**src/rtl/fifo_write_arbiter.sv**
```systemverilog
// Credit-based write arbiter that shares one ring-buffer FIFO among NREQ producers.
// Define FIFO_ARB_FIXED_PRIO_EN for lowest-index-wins priority instead of round-robin.
module fifo_write_arbiter #(
  parameter int NREQ  = 4,
  parameter int DW    = 8,
  parameter int DEPTH = 4,
  localparam int CW   = $clog2(DEPTH + 1),
  localparam int IW   = $clog2(NREQ)
) (
  input  logic               clk,
  input  logic               rst_n,
  input  logic [NREQ-1:0]    req_valid,
  input  logic [NREQ*DW-1:0] req_data,
  output logic [NREQ-1:0]    req_ready,
  output logic               fifo_wr_en,
  output logic [DW-1:0]      fifo_wr_data,
  input  logic               fifo_rd_done,
  output logic [CW-1:0]      credits,
  output logic [IW-1:0]      grant_id,
  output logic               ovf_err
);

  // Handshake: requester i transfers in a cycle where req_valid[i] && req_ready[i];
  // req_ready is at most one-hot and never depends on the FIFO's own full flag.

  logic [CW-1:0] credits_q, credits_d;
  logic [IW-1:0] grant_id_q, grant_id_d;
  logic          wr_en_q, wr_en_d;
  logic [DW-1:0] wr_data_q, wr_data_d;
  logic          ovf_q, ovf_d;

  logic [IW-1:0] grant_idx_c;
  logic [IW-1:0] cand_c;
  logic          grant_vld_c;
  logic          xfer_c;
  logic [DW-1:0] sel_data_c;
  logic          credits_full_c;

`ifndef FIFO_ARB_FIXED_PRIO_EN
  logic [IW-1:0] rr_ptr_q, rr_ptr_d;
`endif

  always_comb begin
    grant_idx_c = '0;
    grant_vld_c = 1'b0;
    cand_c      = '0;
    for (int k = 1; k <= NREQ; k++) begin
`ifdef FIFO_ARB_FIXED_PRIO_EN
      cand_c = IW'(k - 1);
`else
      // Search starts one past the last winner and wraps modulo NREQ.
      cand_c = IW'((int'(rr_ptr_q) + k) % NREQ);
`endif
      if (!grant_vld_c && req_valid[cand_c]) begin
        grant_vld_c = 1'b1;
        grant_idx_c = cand_c;
      end
    end
  end

  assign xfer_c         = grant_vld_c && (credits_q != '0);
  assign req_ready      = xfer_c ? (NREQ'(1) << grant_idx_c) : '0;
  assign sel_data_c     = req_data[int'(grant_idx_c)*DW +: DW];
  assign credits_full_c = (credits_q == CW'(DEPTH));

  always_comb begin
    credits_d  = credits_q;
    ovf_d      = ovf_q;
    wr_en_d    = xfer_c;
    wr_data_d  = xfer_c ? sel_data_c : wr_data_q;
    grant_id_d = xfer_c ? grant_idx_c : grant_id_q;
    // A pop reported while every credit is already free is spurious and ignored.
    if (fifo_rd_done && credits_full_c) begin
      ovf_d = 1'b1;
      if (xfer_c) credits_d = credits_q - 1'b1;
    end else begin
      case ({xfer_c, fifo_rd_done})
        2'b10:   credits_d = credits_q - 1'b1;
        2'b01:   credits_d = credits_q + 1'b1;
        default: credits_d = credits_q;
      endcase
    end
  end

`ifndef FIFO_ARB_FIXED_PRIO_EN
  always_comb begin
    rr_ptr_d = xfer_c ? grant_idx_c : rr_ptr_q;
  end

  always_ff @(posedge clk or negedge rst_n) begin
    if (!rst_n) rr_ptr_q <= IW'(NREQ - 1);
    else        rr_ptr_q <= rr_ptr_d;
  end
`endif

  always_ff @(posedge clk or negedge rst_n) begin
    if (!rst_n) begin
      credits_q  <= CW'(DEPTH);
      grant_id_q <= '0;
      wr_en_q    <= 1'b0;
      wr_data_q  <= '0;
      ovf_q      <= 1'b0;
    end else begin
      credits_q  <= credits_d;
      grant_id_q <= grant_id_d;
      wr_en_q    <= wr_en_d;
      wr_data_q  <= wr_data_d;
      ovf_q      <= ovf_d;
    end
  end

  assign credits      = credits_q;
  assign grant_id     = grant_id_q;
  assign fifo_wr_en   = wr_en_q;
  assign fifo_wr_data = wr_data_q;
  assign ovf_err      = ovf_q;

endmodule
```
**config.mk**
```make
export PLATFORM = sky130hd
export DESIGN_NAME = fifo_write_arbiter
export DESIGN_NICKNAME = d
export VERILOG_FILES = /design/src/rtl/fifo_write_arbiter.sv
export SDC_FILE = /design/constraint.sdc
export NUM_CORES = 1
export LEC_CHECK = 0
export ABC_CLOCK_PERIOD_IN_PS = 3600
export CORE_ASPECT_RATIO = 2
export CORE_MARGIN = 2
export CORE_UTILIZATION = 45
export CTS_BUF_LIST = sky130_fd_sc_hd__clkbuf_8
export DETAILED_ROUTE_END_ITERATION = 8
export GPL_TIMING_DRIVEN = 0
export PLACE_DENSITY = 0.92
export SYNTH_ARGS = -nofsm -noshare
export SYNTH_HDL_FRONTEND = slang
export SYNTH_SLANG_ARGS = --single-unit
```
**constraint.sdc**
```tcl
create_clock -name clk -period 3.6 [get_ports clk]
set_clock_uncertainty 0.15 [all_clocks]
set_input_delay 0.72 -clock clk [delete_from_list [all_inputs] [get_ports clk]]
set_output_delay 0.72 -clock clk [all_outputs]
set_load 0.02 [all_outputs]
```
==> results.cfg <==
[power]
powerDensity_nw_per_um2 = 812
peakVddDrop_mv = 0.558
total_power_mw = 1.53
leakagePower_nw = 0.836

[floorplanning]
coreArea_um2 = 2570
die_y_um = 77.8
die_x_um = 40.9
num_rows = 26
fp.dieArea_um2 = 3180
initial_core_util = 0.477
pin_count = 58

[cts]
clock_sinks = 17
holdBufCountCts = 0
clock_path_buffers = 2
cts_root_buf = clkbuf_8
clkSlewWorstSetupHoldPaths_ns = 0.06
cts_tree = built
cts_max_level = 1
cts_buffers = 3
clkLatencyLatePin_ns = 0.25
cts_post_setup_buffers_inserted = 0

[job]
cap_violations = 0

[synthesis]
netlist.area_leader.share = 0.286
synth_cell_type_count = 34
async_flop_share = 1.00
synth_cells = 121
ys.warnings.count = 0
synth.top_cells.by_area = dfrtp_1, mux2i_1, o211ai_2
synth_top_area_cell = dfrtp_1
synth_nets = 164
synth_edf_count = 0
ys_ff_latch = 17
synth_seq_area_share = 0.350
synth_ff_type = dfrtp_1
netlist_area_um2 = 1230
syn_area_per_cell_um2 = 10.1

[sta]
min_period_ns = 3.48
slew_headroom = 0.488
worstMarginPinSlew_ns = 0.765
whs_ns = 0.328
fmax_mhz = 288
rsz0062_at_grt = false
hold_viol_final = 0
drv_slew = 0
finalCritPeriodShare = 0.966
setup_viol = 0

[final_layout]
utilization = 0.735
layout.nets = 226
fillCellCount = 213
n_antenna_cell = 0
drive_gt1_frac = 0.203
syn2layout_area_growth_pct = 54.1

[worst_setup_path]
crit_required_ns = 2.73
crit_path_end = req_ready[3]
ff2ff_path_depth = 8
cp-end-kind = output port
cp_data_arrival_time_ns = 2.61
worst_setup_path_start_kind = input port
rr_endpoint = credits[2]
r2r_start = credits[0]
rrSetupSlack_ns = 1.21
path_class = in -> out
crit_fanout = 10
crit_path_start = req_valid[0]

[global_route]
globalRouteTotalUtil = 0.247
antenna_found_initial = 0
grt_pass1_wl_um = 5540
gr-total-overflow = 0
grt_max_degree = 18
grt_pass1_vias = 1310

[routing]
avgViaCountPerCell = 5.47
post_drt_wl_per_cell_um = 16.5
drc = 0
dr.pass1.iters = 3
antenna_left = 0
drt_iter0_drc = 20
routed_wirelength_um = 3460
vias = 1148

[placement]
gp_congestion = 0.726
numPortBuffers = 57
dp_hpwl_um = 2840

[min_path]
hp-class = reg -> reg

[status]
status = completed
power breakdown:
group / internal (mW) / switching, mW / total [mW]
Combinational: 0.499 / 0.526 / 1.03
Clock: 0.0756 / 0.0611 / 0.137
Sequential: 0.304 / 0.0674 / 0.371
how the worst min path moves through the flow:
stage,startpoint,end,depth (start not counted)
final,ovf_err,ovf_err,1
after global routing,grant_id[1],grant_id[1],2
after CTS,ovf_err,ovf_err,1
after detailed placement,ovf_err,ovf_err,1
after global placement,ovf_err,ovf_err,1
after floorplan,rst_n,credits[0],0
cells in the final DEF, fill, tap and decap left out, drive strengths merged:
master,netlist,layout
and3b,1,1
nor4,1,1
dfrtp,14,14
clkbuf,1,4
mux2i,10,10
nor2,5,5
ha,4,4
nand3,17,17
o211ai,8,8
o31ai,1,1
buf,6,6
or2b,1,1
a21o,1,1
dlymetal6s2s,0,1
clkdlybuf4s50,0,52
and3,1,1
or2,2,2
mux2,9,9
o22ai,1,1
nor2b,1,1
nand2b,3,3
xor2,1,1
o21ai,2,2
o21a,2,2
a21bo,1,1
dlygate4sd2,0,4
inv,5,6
dfstp,3,3
xnor2,2,2
a21oi,3,3
nand2,15,15
state kept, by name, indices dropped and copies added (netlist names):
| register | count |
|---|---|
| fifo_wr_data | 8 |
| ovf_err | 1 |
| grant_id | 2 |
| fifo_wr_en | 1 |
| credits | 3 |
| rr_ptr_q | 2 |
worst max-delay path, stage by stage:
cell and delay, ns:
clkdlybuf4s50_1 0.60, a21oi_1 0.14, o31ai_4 0.30, buf_6 0.18
or2_4 0.13, buf_6 0.16, nor2_1 0.05, dlygate4sd2_1 0.32
cells in the mapped netlist (all sizes together), types with 2 or more instances:
library cell and number:
dfrtp 14, mux2 9, nand2 15, buf 6, o211ai 8, nand2b 3
a21oi 3, inv 5, nand3 17, ha 4, mux2i 10, nor2 5
or2 2, o21ai 2, o21a 2, dfstp 3, xnor2 2
kinds of logic after synthesis:
| logic type | share of synthesized area |
|---|---|
| xor gates and xnor gates | 0.0214 |
| buffers and inverters | 0.0653 |
| muxes | 0.170 |
| and+or+nand+nor | 0.193 |
| adders and majority gates | 0.0408 |
| DFF | 0.350 |
| AOI/OAI and AO/OA | 0.159 |
through the flow:
stage / TNS (ns) / std cells / cell area [um^2] / worst slack (ns)
2_1_floorplan: 0 / 121 / 1230 / 0.888
3_3_place_gp: -0.202 / 206 / 1830 / -0.0901
3_5_place_dp: -0.470 / 206 / 1830 / -0.132
4_1_cts: 0 / 210 / 1890 / 0.0832
5_1_grt: 0 / 210 / 1890 / 0.0302
6_report: 0 / 210 / 1890 / 0.124
per-layer routing:
metal | global-route usage | vias to the layer above | share of wire
li1 | - | 547 | -
met1 | 0.241 | 560 | 0.34
met2 | 0.478 | 36 | 0.61
met3 | 0.0229 | 5 | 0.046
met4 | 0.0600 | 0 | 0.011
met5 | 0 | - | 0
layout make-up:
| cell class | instances | area [um^2] | share of cell area |
|---|---|---|---|
| buffer | 7 | 61.3 | 0.0325 |
| clock buffer | 3 | 41.3 | 0.0219 |
| clock inverter | 1 | 3.75 | 0.00199 |
| inverter | 5 | 18.8 | 0.00993 |
| multi-input combinational | 92 | 732 | 0.387 |
| sequential | 17 | 429 | 0.227 |
| tap | 28 | 35.0 | 0.0185 |
| timing repair buffer | 57 | 568 | 0.301 |
what timing repair did:
item | 4_1_cts | 5_1_grt
hold endpoints to repair | 0 | 0
gates cloned | 0 | 0
resized for setup | 6 | 1
endpoints found under the setup margin | 4 | 1
pin swaps | 0 | 0
Note: power is estimated with default switching activity, not from simulation.
